File: src/rtl/ppu_pkg.sv
// ppu_pkg: shared sprite-scan types and constants for the PPU object pipeline
package ppu_pkg;
  typedef struct packed {
    logic [7:0] x;
    logic [7:0] tile;
    logic [7:0] flags;
    logic [3:0] row;
  } sprite_entry_t;
  typedef enum logic [2:0] {
    S_IDLE, S_REQ_Y, S_REQ_X, S_REQ_T, S_REQ_F, S_NEXT, S_DONE
  } scan_state_t;
  localparam int OAM_ENTRY_BYTES = 4;
  localparam int SPRITE_Y_OFFSET = 16;
endpackage

File: src/rtl/sprite_buffer_ram.sv
// sprite_buffer_ram: per-line sprite buffer, one write port and one registered read port
module sprite_buffer_ram
  import ppu_pkg::*;
#(
  parameter int DEPTH = 10,
  parameter int AW    = 4
) (
  input  logic          clk_in,
  input  logic          rst_in,
  input  logic          we,
  input  logic [AW-1:0] waddr,
  input  sprite_entry_t wdata,
  input  logic [AW-1:0] raddr,
  output sprite_entry_t rdata
);
  sprite_entry_t mem [DEPTH];
  always_ff @(posedge clk_in)
    if (we) mem[waddr] <= wdata;
  always_ff @(posedge clk_in or posedge rst_in)
    if (rst_in) rdata <= '0;
    else rdata <= mem[raddr];
endmodule

File: src/rtl/oam_line_scanner.sv
// oam_line_scanner: walks OAM for one scanline and collects the visible sprites in order
module oam_line_scanner
  import ppu_pkg::*;
#(
  parameter int          NUM_SPRITES = 40,
  parameter int          BUFFER_MAX  = 10,
  parameter logic [15:0] OAM_BASE    = 16'hFE00,
  parameter bit          SKIP_X_ZERO = 1'b1,
  localparam int IW = NUM_SPRITES > 1 ? $clog2(NUM_SPRITES) : 1,
  localparam int CW = $clog2(BUFFER_MAX + 1),
  localparam int RW = BUFFER_MAX > 1 ? $clog2(BUFFER_MAX) : 1
) (
  input  logic          clk_in,
  input  logic          rst_in,
  input  logic          start_in,
  input  logic [7:0]    LY_in,
  input  logic          tall_in,
  output logic [15:0]   addr_out,
  output logic          addr_valid_out,
  input  logic [7:0]    data_in,
  input  logic          data_valid_in,
  output logic          busy_out,
  output logic          done_out,
  output logic [CW-1:0] count_out,
  output logic          overflow_out,
  input  logic [RW-1:0] rd_idx_in,
  output sprite_entry_t rd_entry_out
);
  scan_state_t   state;
  logic [IW-1:0] idx;
  logic [CW-1:0] count;
  logic          ovf, tall, wr_pend;
  logic [8:0]    ly16;
  logic [7:0]    y, x, tile, flags;
  logic [1:0]    off;
  logic [8:0]    y9;
  logic          req, hit, full, last, store;
  sprite_entry_t wdata;
  always_comb begin
    off   = state == S_REQ_X ? 2'd1 : state == S_REQ_T ? 2'd2 : state == S_REQ_F ? 2'd3 : 2'd0;
    req   = state inside {S_REQ_Y, S_REQ_X, S_REQ_T, S_REQ_F};
    y9    = {1'b0, data_in};
    hit   = (y9 <= ly16) && (ly16 < y9 + (tall ? 9'd16 : 9'd8));
    full  = count == CW'(BUFFER_MAX);
    last  = idx == IW'(NUM_SPRITES - 1);
    store = state == S_NEXT && wr_pend && !(SKIP_X_ZERO && x == 8'd0);
    wdata = '{x: x, tile: tile, flags: flags, row: 4'(ly16 - {1'b0, y})};
  end
  assign addr_out       = req ? OAM_BASE + 16'({idx, off}) : 16'd0;
  assign addr_valid_out = req;
  assign busy_out       = state != S_IDLE && state != S_DONE;
  assign done_out       = state == S_DONE;
  assign count_out      = count;
  assign overflow_out   = ovf;
  always_ff @(posedge clk_in or posedge rst_in) begin
    if (rst_in) begin
      state   <= S_IDLE;
      idx     <= '0;
      count   <= '0;
      ovf     <= 1'b0;
      tall    <= 1'b0;
      wr_pend <= 1'b0;
      ly16    <= '0;
      y       <= '0;
      x       <= '0;
      tile    <= '0;
      flags   <= '0;
    end else begin
      case (state)
        S_IDLE: if (start_in) begin
          ly16  <= {1'b0, LY_in} + 9'(SPRITE_Y_OFFSET);
          tall  <= tall_in;
          idx   <= '0;
          count <= '0;
          ovf   <= 1'b0;
          state <= S_REQ_Y;
        end
        S_REQ_Y: if (data_valid_in) begin
          y     <= data_in;
          ovf   <= ovf | (hit && full);
          state <= hit && !full ? S_REQ_X : S_NEXT;
        end
        S_REQ_X: if (data_valid_in) begin
          x     <= data_in;
          state <= S_REQ_T;
        end
        // 8x16 sprites address the tile pair through the even index
        S_REQ_T: if (data_valid_in) begin
          tile  <= tall ? {data_in[7:1], 1'b0} : data_in;
          state <= S_REQ_F;
        end
        S_REQ_F: if (data_valid_in) begin
          flags   <= data_in;
          wr_pend <= 1'b1;
          state   <= S_NEXT;
        end
        S_NEXT: begin
          wr_pend <= 1'b0;
          count   <= store ? count + CW'(1) : count;
          idx     <= last ? idx : idx + IW'(1);
          state   <= last ? S_DONE : S_REQ_Y;
        end
        S_DONE:  state <= S_IDLE;
        default: state <= S_IDLE;
      endcase
    end
  end
  sprite_buffer_ram #(.DEPTH(BUFFER_MAX), .AW(RW)) u_buf (
    .clk_in (clk_in),
    .rst_in (rst_in),
    .we     (store),
    .waddr  (RW'(count)),
    .wdata  (wdata),
    .raddr  (rd_idx_in),
    .rdata  (rd_entry_out)
  );
endmodule

File: config.mk
export PLATFORM = sky130hd
export DESIGN_NAME = oam_line_scanner
export DESIGN_NICKNAME = d
export VERILOG_FILES = /design/src/rtl/ppu_pkg.sv /design/src/rtl/sprite_buffer_ram.sv /design/src/rtl/oam_line_scanner.sv
export SDC_FILE = /design/constraint.sdc
export NUM_CORES = 1
export LEC_CHECK = 0
export BUFFER_PORTS_ARGS = -buffer_cell sky130_fd_sc_hd__buf_2
export CAP_MARGIN = 40
export CORE_ASPECT_RATIO = 1.2
export CORE_MARGIN = 3
export CORE_UTILIZATION = 35
export DETAILED_ROUTE_END_ITERATION = 8
export PLACE_DENSITY_LB_ADDON = 0.1
export SYNTH_ARGS = -nofsm -noshare
export SYNTH_HDL_FRONTEND = slang
export SYNTH_SLANG_ARGS = --single-unit
File: constraint.sdc
create_clock -name clk_in -period 5 [get_ports clk_in]
set_input_delay 0.75 -clock clk_in [delete_from_list [all_inputs] [get_ports clk_in]]
set_output_delay 0.75 -clock clk_in [all_outputs]
set_load 0.01 [all_outputs]
**Word-level counts from Yosys, hierarchy flattened**

Memory sizes are Yosys's and may differ from the RTL's. A register that Yosys moved wholly into a read port is not among the register bits.
Index checks and enable logic that the tools add are counted.

- Bits in registers: 53
- Memory bits (writable): 280
- Bits of input ports: 25
- Word-level logic and storage cells: 89
- Memories kept: 1

Memory list:

| memory | depth | width | rd ports | clocked after memory_dff | write ports | RTL line | text |
|---|---|---|---|---|---|---|---|
| u_buf.mem | 10 | 28 | 1 | 1 | 1 | sprite_buffer_ram.sv:16 | `sprite_entry_t mem [DEPTH];` |

- Add/subtract/negate cells: 6
- Magnitude comparators: 2
- Eq/ne operators: 16
- Muxes and demuxes: 27
- Bitwise gates (word level): 1
- Reduce and logical (&&, ||, !) cells: 25

Operator list:

| kind | count |
|---|---|
| $mux W3 | 7 |
| $pmux W3 S6 | 1 |
| $mux W16 | 1 |
| $ne A2 B2 Y1 const B | 7 |
| $mux W6 | 2 |
| $pmux W6 S2 | 1 |
| $reduce_and A2 Y1 | 6 |
| $add A10 B9 Y11 const A | 1 |
| $add A8 B5 Y9 | 1 |
| $add A8 B5 Y9 const B | 1 |
| $eq A3 B3 Y1 const B | 3 |
| $le A8 B9 Y1 | 1 |
| $lt A9 B9 Y1 | 1 |
| $reduce_and A3 Y1 | 3 |
| $logic_not A8 Y1 | 1 |
| $mux W4 | 2 |
| $pmux W4 S2 | 1 |
| $add A6 B1 Y6 const B | 1 |
| $eq A3 B2 Y1 const B | 2 |
| $eq A6 B6 Y1 const B | 1 |
| $logic_and A1 B1 Y1 | 6 |
| $mux W1 | 6 |
| $mux W2 | 3 |
| $reduce_bool A2 Y1 | 3 |
| other kinds (13) | 15 |

**Logic depth before layout (Yosys ltp)**

Gate-level depths: netlist of the first run.

- Depth in word-level cells: 8
- Gate-level depth with buffers: 11
- Mapped depth without buffers: 11

**Hierarchy**

From an unflattened synthesis of the first run, not the netlist that was laid out.

- Cell total of the unflattened synthesis: 921
- Area total of the unflattened synthesis: 14878.0 µm²

Modules (own cells, without submodules):

| module | instances | cells an instance | area an instance (µm²) | seq. area each (µm²) |
|---|---|---|---|---|
| sprite_buffer_ram | 1 | 613 | 11813.8 | 9108.7 |
| oam_line_scanner | 1 | 308 | 3064.2 | 1326.3 |

**Least setup slack after synthesis of the first run**

OpenSTA, ideal clock, no wires.

- Path type: input to register
- Start point: input port data_in[3]
- End point: register state[0]
- Arrival: 2.805 ns
- Required time: 4.857 ns
- Slack: 2.053 ns
- Stages: 10
- Path buffers: 0
- Cells stage by stage: ha_1 -> inv_1 -> fa_1 -> nor2_1 -> xnor2_1 -> ha_1 -> and3_1 -> a221o_1 -> a311oi_2 -> o221ai_1

- Longest elaborated chain between the ends: 7
- Elaborated cells on any way between the ends: 8

Ends and longest elaborated chain:

| what | RTL line | text |
|---|---|---|
| start, declared | oam_line_scanner.sv:20 | `input logic [7:0] data_in,` |
| $add A8 B5 Y9 | oam_line_scanner.sv:43 | `hit = (y9 <= ly16) && (ly16 < y9 + (tall ? 9'd16 : 9'd8));` |
| $lt A9 B9 Y1 | oam_line_scanner.sv:43 |  |
| $logic_and A1 B1 Y1 * | oam_line_scanner.sv:43 |  |
| $logic_and A1 B1 Y1 * | oam_line_scanner.sv:81 | `state <= hit && !full ? S_REQ_X : S_NEXT;` |
| $mux W3 * | oam_line_scanner.sv:81 |  |
| $mux W3 * | oam_line_scanner.sv:78 | `S_REQ_Y: if (data_valid_in) begin` |
| $pmux W3 S6 * | oam_line_scanner.sv:69 | `case (state)` |
| end signal, assigned | oam_line_scanner.sv:81 |  |
| end signal, assigned | oam_line_scanner.sv:101 | `state <= last ? S_DONE : S_REQ_Y;` |
| end, declared | oam_line_scanner.sv:29 | `scan_state_t state;` |

Every way passes the cells marked *; elsewhere a longest branch is shown, timed or not. The select of a mux whose other input is x is not followed.
A chain may end at the register's enable or synchronous reset.

**Worst setup path after layout of the first run**

- Start point: register state[0]
- End point: output port addr_out[7]

- Longest elaborated chain between the ends: 6
- Elaborated cells on any way between the ends: 10

Ends and longest elaborated chain:

| what | RTL line | text |
|---|---|---|
| $eq A3 B3 Y1 | oam_line_scanner.sv:40, oam_line_scanner.sv:41 |  |
| $mux W2 (3 in series) | oam_line_scanner.sv:40 | `off = state == S_REQ_X ? 2'd1 : state == S_REQ_T ? 2'd2 : state == S_REQ_F ? 2'd3 : 2'd0;` |
| $add A10 B9 Y11 | oam_line_scanner.sv:49 | `assign addr_out = req ? OAM_BASE + 16'({idx, off}) : 16'd0;` |
| $mux W16 * | oam_line_scanner.sv:49 |  |
| end, declared | oam_line_scanner.sv:18 | `output logic [15:0] addr_out,` |

Every way passes the cells marked *; elsewhere a longest branch is shown, timed or not.

==> metrics.csv, run 1 <==
stage,metric,value,unit
place,place_congestion,0.781,
floorplanning,ios,77,
clocking,cts_root_buf,clkbuf_16,
floorplanning,die_y,229,µm
power,swShare,27.8,%
outcome,outcome,finished clean,
clocking,h-tree-depth,2,
timing,rsz0062_at_grt,false,
floorplanning,num_rows,81,
worst_setup_path,crit_buf_inv,1,
timing,slew_headroom,42.3,%
clocking,clock_path_buffers,3,
global_routing,antenna_found_initial,0,
floorplanning,start_util,35.6,%
worst_setup_path,ff2ff_setup_slack,2040,ps
timing,hold_viol,0,
logic_synthesis,synth_edf_count,280,
worst_setup_path,worst_setup_path_start_kind,register,
worst_setup_path,reg2reg_from,tall,
logic_synthesis,synth_seq_area_share,71.8,%
logic_synthesis,ys_ff_latch,361,
clocking,cts.clk_slew.worst_paths,60,ps
timing,period_needed,3050,ps
worst_setup_path,crit_slowest_cell,xnor2_1,
global_routing,grt_pass1_wl,50.2,mm
logic_synthesis,syn_inst,819,
timing,fmax,327,MHz
logic_synthesis,async_flop_share,22.4,%
global_routing,gr-total-overflow,0,
clocking,clkSinkCount,361,
timing,fin_ws,1950,ps
logic_synthesis,yosys_warnings,0,
worst_setup_path,path_cells,nor2_1 > xnor2_1 > and2_1 > buf_2,
run,cap_violations,0,
power,p_int,5.94,mW
cells_and_area,finalNonFillerCells,1475,
power,ir_drop,236,µV
route,drt_wl_total,32.5,mm
floorplanning,dieArea,44000,µm²
worst_setup_path,startpoint,state[0],
route,routedWlPerCell,22.0,µm
timing,setup_viol,0,
logic_synthesis,synth_nets,874,
timing,drv_slew,0,
clocking,clock_latency,520,ps
power,p_clk_share,32.2,%
power,p_leak,6.00,nW
power,combPwrFrac,15.4,%
cells_and_area,drive_above_1_share,25.1,%
worst_setup_path,worstSetupPathType,register to primary output,
power,power_frac_seq,52.5,%
timing,fin_crit_sh,61.1,%
place,dp_hpwl,20.0,mm
floorplanning,fp.dieW,192,µm
clocking,cts_resized,0,
worst_setup_path,required,4250,ps
logic_synthesis,synth_cell_type_count,50,
worst_setup_path,cp_top_family,XOR/XNOR gates,
place,io_buffers,75,
worst_setup_path,cp_max_fo,14,
logic_synthesis,synth_flop_cell,edfxtp_1,
clocking,postCtsHoldBufs,0,
clocking,cts_buffers,40,
cells_and_area,utilization,41.1,%
route,vias,7342,
global_routing,grt_pass1_vias,7879,
floorplanning,core-area,40800,µm²
cells_and_area,n_antenna_cell,0,
route,drt_first_pass_iters,4,
timing,clock_skew,12.1,ps
min_path,holdCritPathClass,input port to async pin,
power,power_switching,2.29,mW
logic_synthesis,syn_area,14500,µm²
route,drc,0,
worst_setup_path,end_kind,primary output,
timing,hold_slack,364,ps
worst_setup_path,max_stage_delay,640,ps
cells_and_area,synthToLayoutAreaGrowth,15.6,%
worst_setup_path,arrival,2300,ps
logic_synthesis,syn_area_per_cell,17.7,µm²
global_routing,grt_max_degree,52,
route,drt_iter0_markers,422,
clocking,cts_tree,built,
route,via_per_inst,4.98,
power,power_density,490,nW/µm²
place,preCtsSetupSlack,1660,ps
timing,tns,0,ps
cells_and_area,layout.nets,963,
timing,worst_slew_pin_slew,865,ps
place,place_inst,1405,
global_routing,gr-usage-all-layers,15.2,%
clocking,cts_setup_buffers,0,
route,ant_nets,0,
-- layout make-up --
class,instances,area [µm²]
Clock inverter,16,76.3
Sequential cell,361,10400
Fill cell,3702,24100
Multi-Input combinational cell,386,3730
Tap cell,539,674
Inverter,27,104
Clock buffer,54,1080
Timing Repair Buffer,92,687
-- synthesized netlist by cell type, types with 3 or more instances --
cell / n / area, µm²
edfxtp_1: 280 / 8410
dfrtp_1: 81 / 2030
mux4_2: 56 / 1260
a21oi_1: 38 / 190
nor2b_1: 33 / 206
mux2i_1: 31 / 310
nand2_1: 30 / 113
a211oi_1: 29 / 218
ha_1: 28 / 350
inv_1: 27 / 101
mux2_2: 22 / 248
o21ai_0: 20 / 100
and2_1: 19 / 119
clkbuf_1: 17 / 63.8
buf_4: 13 / 97.6
buf_2: 9 / 45.0
nand3_1: 9 / 45.0
nor2_1: 7 / 26.3
xnor2_1: 7 / 61.3
xor2_1: 6 / 52.6
a21o_1: 5 / 37.5
and3_1: 4 / 25.0
buf_6: 4 / 45.0
nand4_1: 3 / 18.8
nor3_1: 3 / 15.0
nor3b_1: 3 / 22.5
-- power by group through the flow --
stage          clock network [mW]  registers (mW)  logic [mW]
3_5_place_dp                    0            4.39        1.28
4_1_cts                      2.74            4.33        1.29
3_3_place_gp                    0            4.38        1.26
6_report                     2.65            4.32        1.26
2_1_floorplan                   0            4.20       0.955
5_1_grt                      2.86            4.38        1.43
-- routing by layer --
layer	global-route usage (%)	vias to the layer above	part of all wire, %
met5	0	-	0
met4	3.58	0	1.7
met3	2.79	38	4.1
met2	25.6	144	50
met1	20.5	3808	44
li1	-	3352	-
-- sequential cells by signal (all words and copies together) (netlist names) --
register      count
ly16              9
tile              8
overflow_out      1
idx               6
wr_pend           1
count_out         4
x                 8
u_buf.rdata      28
state             3
tall              1
y                 4
flags             8
u_buf.mem       280
-- cells by family (layout without fill, tap and decap cells) --
logic type	after synthesis	in the layout	share of synthesized area [%]
buf+inv	72	189	2.59
flops	361	361	71.8
other cells	1	1	0.0258
compound gates	109	109	4.81
simple gates	124	124	4.75
mux	109	109	12.5
xor+xnor	13	13	0.784
fa+ha+maj	30	30	2.69
-- final timing paths --
path,end,depth (start not counted)
min,u_buf.rdata[19],2
max,addr_out[7],4
max reg2reg,state[0],11
max in group asynchronous,ly16[5],3
min reg2reg,wr_pend,1
min in group clk_in,ly16[3],3
-- cells in the final DEF, fill, tap and decap left out, drive strengths merged, types with 28 or more instances in the layout --
master and n:
a211oi 31, a21oi 38, buf 92, clkbuf 54, dfrtp 81, edfxtp 280
ha 28, inv 28, mux2i 31, mux4 56, nand2 30, nor2b 33
-- per-stage QoR --
step	cell area, µm²	power, mW
global route	16800	8.68
detailed placement	15600	5.67
global placement	15400	5.64
finish	16800	8.23
floorplan	14500	5.15
CTS	16800	8.36
(Power assumes the default switching activity.)
==> run 2: changes to the inputs <==
clock period = 3.04 ns   (was 5 ns; I/O delays follow)
==> run 2 against run 1 <==
First-iteration DRC count down 1.2%; routed wire length grew 0.60%; worst hold slack worse by 310 ps; largest power group unchanged; power rose by 71%; combinational power rose by 89%; sequential cell count unchanged; global-route usage grew 0.070 points; critical path depth is 7 higher; non-clock buffer count is 18 higher; cell count is 1.2% higher; register-to-register slack lost 1900 ps.
==> metrics.csv, run 2 (synthesis results as in run 1) <==
stage,metric,value,unit
place,place_congestion,0.730,
global_routing,grt_pass1_vias,7956,
route,via_per_inst,4.92,
cells_and_area,finalNonFillerCells,1493,
floorplanning,ios,77,
worst_setup_path,startpoint,tall,
worst_setup_path,end_kind,register,
worst_setup_path,cp_max_fo,4,
place,dp_hpwl,21.1,mm
cells_and_area,synthToLayoutAreaGrowth,18.0,%
timing,setup_viol,0,
floorplanning,fp.dieW,192,µm
global_routing,gr-usage-all-layers,15.3,%
timing,clock_skew,13.1,ps
power,power_density,822,nW/µm²
route,drc,0,
global_routing,grt_pass1_wl,50.1,mm
worst_setup_path,worstSetupPathType,register to register,
power,p_clk_share,33.9,%
timing,drv_slew,0,
route,drt_iter0_markers,417,
route,vias,7349,
route,drt_wl_total,32.7,mm
clocking,clock_path_buffers,3,
place,preCtsSetupSlack,77.3,ps
clocking,cts.clk_slew.worst_paths,60,ps
power,p_int,10.3,mW
route,ant_nets,0,
outcome,outcome,finished clean,
worst_setup_path,rr_endpoint,state[0],
clocking,cts_tree,built,
cells_and_area,largest_register,u_buf.mem,
cells_and_area,n_antenna_cell,0,
timing,rsz0062_at_grt,false,
worst_setup_path,cp_top_family,compound AO/OA/AOI/OAI gates,
timing,fin_crit_sh,94.2,%
floorplanning,num_rows,81,
worst_setup_path,path_cells,inv_1 > ha_1 > inv_1 > fa_1 > nor2_1 > xnor2_1 > ha_1 > and3_1 > a221o_1 > a311oi_4 > o221ai_1,
place,place_inst,1423,
cells_and_area,top_regs,"u_buf.mem x280, u_buf.rdata x28, ly16 x9",
timing,fin_ws,176,ps
power,p_leak,6.18,nW
timing,tns,0,ps
timing,fmax,349,MHz
power,power_frac_seq,49.1,%
cells_and_area,final_cell_mix,"280 x edfxtp_1, 81 x dfrtp_1, 74 x buf_2",
power,swShare,27.0,%
place,io_buffers,75,
worst_setup_path,ff2ff_setup_slack,180,ps
route,routedWlPerCell,21.9,µm
global_routing,grt_max_degree,57,
power,power_switching,3.81,mW
clocking,cts_buffers,38,
worst_setup_path,required,3440,ps
run,cap_violations,0,
global_routing,gr-total-overflow,0,
floorplanning,die_y,229,µm
clocking,postCtsHoldBufs,0,
timing,slew_headroom,39.2,%
route,drt_first_pass_iters,4,
worst_setup_path,reg2reg_from,tall,
worst_setup_path,worst_setup_path_start_kind,register,
floorplanning,start_util,35.6,%
clocking,cts_root_buf,clkbuf_16,
timing,period_needed,2860,ps
clocking,clock_latency,530,ps
worst_setup_path,reg2reg_depth,11,
timing,worst_slew_pin_slew,905,ps
clocking,clkSinkCount,361,
worst_setup_path,crit_slowest_cell,dfrtp_1,
min_path,holdCritPathClass,input port to async pin,
timing,hold_viol,0,
global_routing,antenna_found_initial,0,
worst_setup_path,arrival,3260,ps
clocking,h-tree-depth,2,
cells_and_area,utilization,42.0,%
cells_and_area,largest_register_ffs,280,
power,combPwrFrac,16.9,%
worst_setup_path,max_stage_delay,400,ps
cells_and_area,mostFrequentLayoutCell,edfxtp_1,
power,ir_drop,457,µV
cells_and_area,drive_above_1_share,27.0,%
worst_setup_path,crit_buf_inv,2,
cells_and_area,layout.nets,979,
floorplanning,dieArea,44000,µm²
floorplanning,core-area,40800,µm²
## run 2: cell count changes in the layout (fill, tap and decap cells not counted), sizes merged
cell      previous run  this run
buf                 92       110
clkinvlp             0         1
bufinv               0         4
inv                 28        27
clkinv              15        10
clkbuf              54        55
## run 2: repair_timing
item	4_1_cts	5_1_grt
buffers inserted	0	0
gates resized for setup	0	1
endpoints found under the setup margin	0	4
## run 2: layout make-up
type,instances,area [µm²]
inverter,27,104
clock inverter,15,169
multi-input combinational,386,3740
tap,539,674
timing repair buffer,110,890
clock buffer,55,1130
fill,3678,23700
sequential,361,10400
## run 2: metrics by stage
step           cell area, µm²  hold WS, ps  total power, mW
3_3_place_gp            15600          466             9.39
3_5_place_dp            15800          476             9.42
6_report                17100         57.5             14.1
5_1_grt                 17100         90.2             14.8
2_1_floorplan           14500          450             8.48
4_1_cts                 17100         77.1             14.3
## run 2: layer usage
layer / wire length, µm / part of all wire [%] / track usage (%) / vias up
li1: - / - / - / 3386
met1: 14000 / 43 / 20.1 / 3783
met2: 16900 / 52 / 26.4 / 146
met3: 1280 / 3.9 / 2.51 / 34
met4: 590 / 1.8 / 3.80 / 0
met5: 0 / 0 / 0 / -
## run 2: worst max path at each step
| stage | end | slack [ps] | cells after the start |
|---|---|---|---|
| after CTS | state[0] | 100 | 11 |
| final | state[0] | 180 | 11 |
| after global routing | state[0] | 10 | 11 |
| after floorplan | state[0] | 350 | 11 |
| after detailed placement | state[0] | 80 | 10 |
| after global placement | state[0] | 110 | 11 |
## run 2: power by group through the flow
stage / clock network (mW) / logic [mW] / registers [mW]
6_report: 4.79 / 2.38 / 6.93
5_1_grt: 5.14 / 2.67 / 7.02
4_1_cts: 4.95 / 2.38 / 6.94
3_5_place_dp: 0 / 2.37 / 7.05
3_3_place_gp: 0 / 2.35 / 7.03
2_1_floorplan: 0 / 1.57 / 6.90
## run 2: worst reg2reg max path, stage by stage, from the launching register on
cell	delay, ps
dfrtp_1	400
inv_1	120
ha_1	180
inv_1	60
fa_1	390
nor2_1	150
xnor2_1	130
ha_1	260
and3_1	210
a221o_1	400
a311oi_4	300
o221ai_1	150
==> run 3: changes to the inputs <==
SYNTH_HIERARCHICAL = 1   (was unset)
==> run 3 against run 2 <==
Routed wire length grew 3.6%; die area up 2.3%; combinational power fell by 2%; area after synthesis up 2.4%; utilization shrank 0.64 points; highest routed layer unchanged; largest power group unchanged; first-iteration DRC count fell by 29%; synthesized cell count rose by 12%; clock-buffer cell count decreased by 1; clock skew increased by 5.7 ps; non-clock buffer count down 5; sequential power is 3.8% higher; critical endpoint unchanged.
==> metrics.csv, run 3 <==
stage,metric,value,unit
cells_and_area,fillers,3879,
power,power_density,811,nW/µm²
route,routedWlPerCell,21.3,µm
timing,slew_headroom,44.1,%
cells_and_area,synthToLayoutAreaGrowth,16.3,%
global_routing,grt_pass1_wl,52.8,mm
route,via_per_inst,4.99,
worst_setup_path,reg2reg_depth,11,
power,swShare,28.6,%
worst_setup_path,end_kind,register,
worst_setup_path,arrival,3180,ps
cells_and_area,n_antenna_cell,0,
timing,worst_slew_pin_slew,833,ps
clocking,cts_tree,built,
logic_synthesis,synth_seq_area_share,70.1,%
timing,period_needed,2770,ps
place,dpl-instance-area,16100,µm²
global_routing,grt_max_degree,47,
cells_and_area,top_regs,"u_buf/mem x280, u_buf/rdata x28, ly16 x9",
power,p_clk_share,32.2,%
clocking,clock_path_buffers,3,
timing,fmax,361,MHz
worst_setup_path,crit_buf_inv,2,
floorplanning,die_y,232,µm
global_routing,grt_pass1_vias,8386,
worst_setup_path,startpoint,tall,
timing,fin_crit_sh,91.2,%
cells_and_area,mostFrequentLayoutCell,edfxtp_1,
logic_synthesis,synth_cell_type_count,53,
floorplanning,core-area,41900,µm²
timing,tns,0,ps
global_routing,gr-usage-all-layers,15.3,%
clocking,cts_buffers,39,
clocking,h-tree-depth,2,
logic_synthesis,yosysTopAreaCell,edfxtp_1,
route,ant_nets,0,
timing,hold_viol,0,
logic_synthesis,syn_area_per_cell,16.2,µm²
power,power_frac_seq,51.2,%
logic_synthesis,syn_area,14900,µm²
logic_synthesis,syn_inst,921,
cells_and_area,layout.nets,1071,
logic_synthesis,synth_nets,974,
route,drt_wl_total,33.9,mm
cells_and_area,largest_register_ffs,280,
power,power_switching,4.01,mW
power,combPwrFrac,16.6,%
logic_synthesis,yosysTopAreaCellShare,56.5,%
power,ir_drop,376,µV
worst_setup_path,crit_path_end,state[0],
clocking,clock_latency,530,ps
place,place_congestion,0.822,
worst_setup_path,max_stage_delay,410,ps
worst_setup_path,crit_slowest_cell,dfrtp_1,
worst_setup_path,reg2reg_from,tall,
worst_setup_path,worstSetupPathType,register to register,
cells_and_area,drive_above_1_share,28.3,%
outcome,outcome,finished clean,
power,p_int,10.0,mW
logic_synthesis,async_flop_share,22.4,%
timing,setup_viol,0,
timing,rsz0062_at_grt,false,
clocking,cts.clk_slew.worst_paths,60,ps
timing,fin_ws,268,ps
worst_setup_path,ff2ff_setup_slack,270,ps
logic_synthesis,yosys_warnings,6,
worst_setup_path,rr_endpoint,state[0],
worst_setup_path,cp_max_fo,3,
route,drt_iter0_markers,298,
power,p_leak,6.41,nW
route,vias,7954,
floorplanning,ios,77,
min_path,holdCritPathClass,input port to register,
floorplanning,start_util,35.5,%
timing,hold_slack,133,ps
cells_and_area,largest_register,u_buf/mem,
clocking,clkSinkCount,361,
place,dp_hpwl,20.3,mm
floorplanning,fp.dieW,194,µm
cells_and_area,fin_area,17300,µm²
logic_synthesis,yosys-top-cells-count,"280 x edfxtp_1, 86 x mux2_2, 81 x dfrtp_1",
run,cap_violations,0,
clocking,cts_setup_buffers,0,
global_routing,antenna_found_initial,0,
timing,clock_skew,18.7,ps
route,drc,0,
place,io_buffers,75,
global_routing,gr-total-overflow,0,
logic_synthesis,synth_edf_count,280,
clocking,cts_root_buf,clkbuf_16,
floorplanning,dieArea,45000,µm²
logic_synthesis,synth_area_leaders,"edfxtp_1 57%, dfrtp_1 14%, mux2_2 6.5%, mux2i_1 3.8%, o31ai_2 2.4%",
cells_and_area,final_cell_mix,"280 x edfxtp_1, 86 x mux2_2, 81 x dfrtp_1",
route,drt_first_pass_iters,4,
timing,drv_slew,0,
worst_setup_path,path_cells,inv_1 > ha_1 > inv_1 > fa_1 > nor2_1 > xnor2_1 > ha_1 > a41o_1 > a21oi_2 > a41oi_1 > or3_1,
logic_synthesis,synth_flop_cell,edfxtp_1,
worst_setup_path,required,3450,ps
worst_setup_path,cp_top_family,adder cells,
worst_setup_path,worst_setup_path_start_kind,register,
worst_setup_path,path_depth,11,
logic_synthesis,yosysMostFrequentCell,edfxtp_1,
place,preCtsSetupSlack,79.4,ps
logic_synthesis,ys_ff_latch,361,
floorplanning,num_rows,82,
-- run 3: cell types whose count changed after synthesis, moves of 29 or more --
cell and delta:
a21oi_1 -29, nand2_1 +44, mux2_2 +64, mux4_2 -56
-- run 3: stage by stage --
step,util (%),power [mW],instances
final,41.3,14.0,1593
after global routing,41.3,14.8,1593
after floorplan,-,8.54,921
after CTS,41.3,14.2,1593
after detailed placement,38.4,9.66,1522
after global placement,38.4,9.61,1521
-- run 3: layout make-up --
type	count	area, µm²	area share, %
sequential	361	10400	60.3
tap	546	683	3.95
inverter	25	93.8	0.542
clock inverter	16	134	0.774
multi-input combinational	486	4120	23.8
timing repair buffer	105	759	4.39
clock buffer	54	1070	6.21
-- run 3: timing repair --
action                                  in CTS  in global routing
hold buffers                                 1                  0
endpoints found under the setup margin       0                  1
endpoints found under the hold margin       10                  0
resized for setup                            0                  1
-- run 3: worst min path at each step --
stage               slack [ps]     start       to  depth (start not counted)
global placement           470      y[2]     y[2]                          2
detailed placement         480      y[2]     y[2]                          2
finish                     130   tall_in     tall                          3
floorplan                  450      y[2]     y[2]                          2
CTS                        110  LY_in[0]  ly16[0]                          3
global route               120  LY_in[0]  ly16[0]                          3
-- run 3: per-layer routing --
layer	GRT usage (%)	part of all wire, %	vias up
li1	-	-	3677
met1	20.3	46	4095
met2	25.9	48	135
met3	2.48	3.4	47
met4	4.51	2.4	0
met5	0	0	-
-- run 3: cell families (layout without fill, tap and decap cells) --
logic type	count (synthesis)	in the layout	synth area share (%)
AOI/OAI and AO/OA	131	131	7.25
xor gates and xnor gates	15	15	0.883
adders and majority gates	28	28	2.46
buffers and inverters	74	200	2.79
DFF	361	361	70.1
muxes	159	159	11.6
other	1	1	0.0252
and+or+nand+nor	152	152	4.90
-- run 3: worst reg2reg max path, cell delays in order (launching register included) --
cell and delay, ps:
dfrtp_1 410, inv_1 130, ha_1 190, inv_1 60, fa_1 390, nor2_1 160
xnor2_1 140, ha_1 280, a41o_1 230, a21oi_2 130, a41oi_1 150, or3_1 390
-- run 3: power groups by stage --
stage | clock [mW] | combinational, mW | sequential, mW
final | 4.51 | 2.33 | 7.19
after global routing | 4.84 | 2.61 | 7.30
after CTS | 4.65 | 2.36 | 7.21
after detailed placement | 0 | 2.35 | 7.31
after global placement | 0 | 2.32 | 7.29
after floorplan | 0 | 1.58 | 6.96
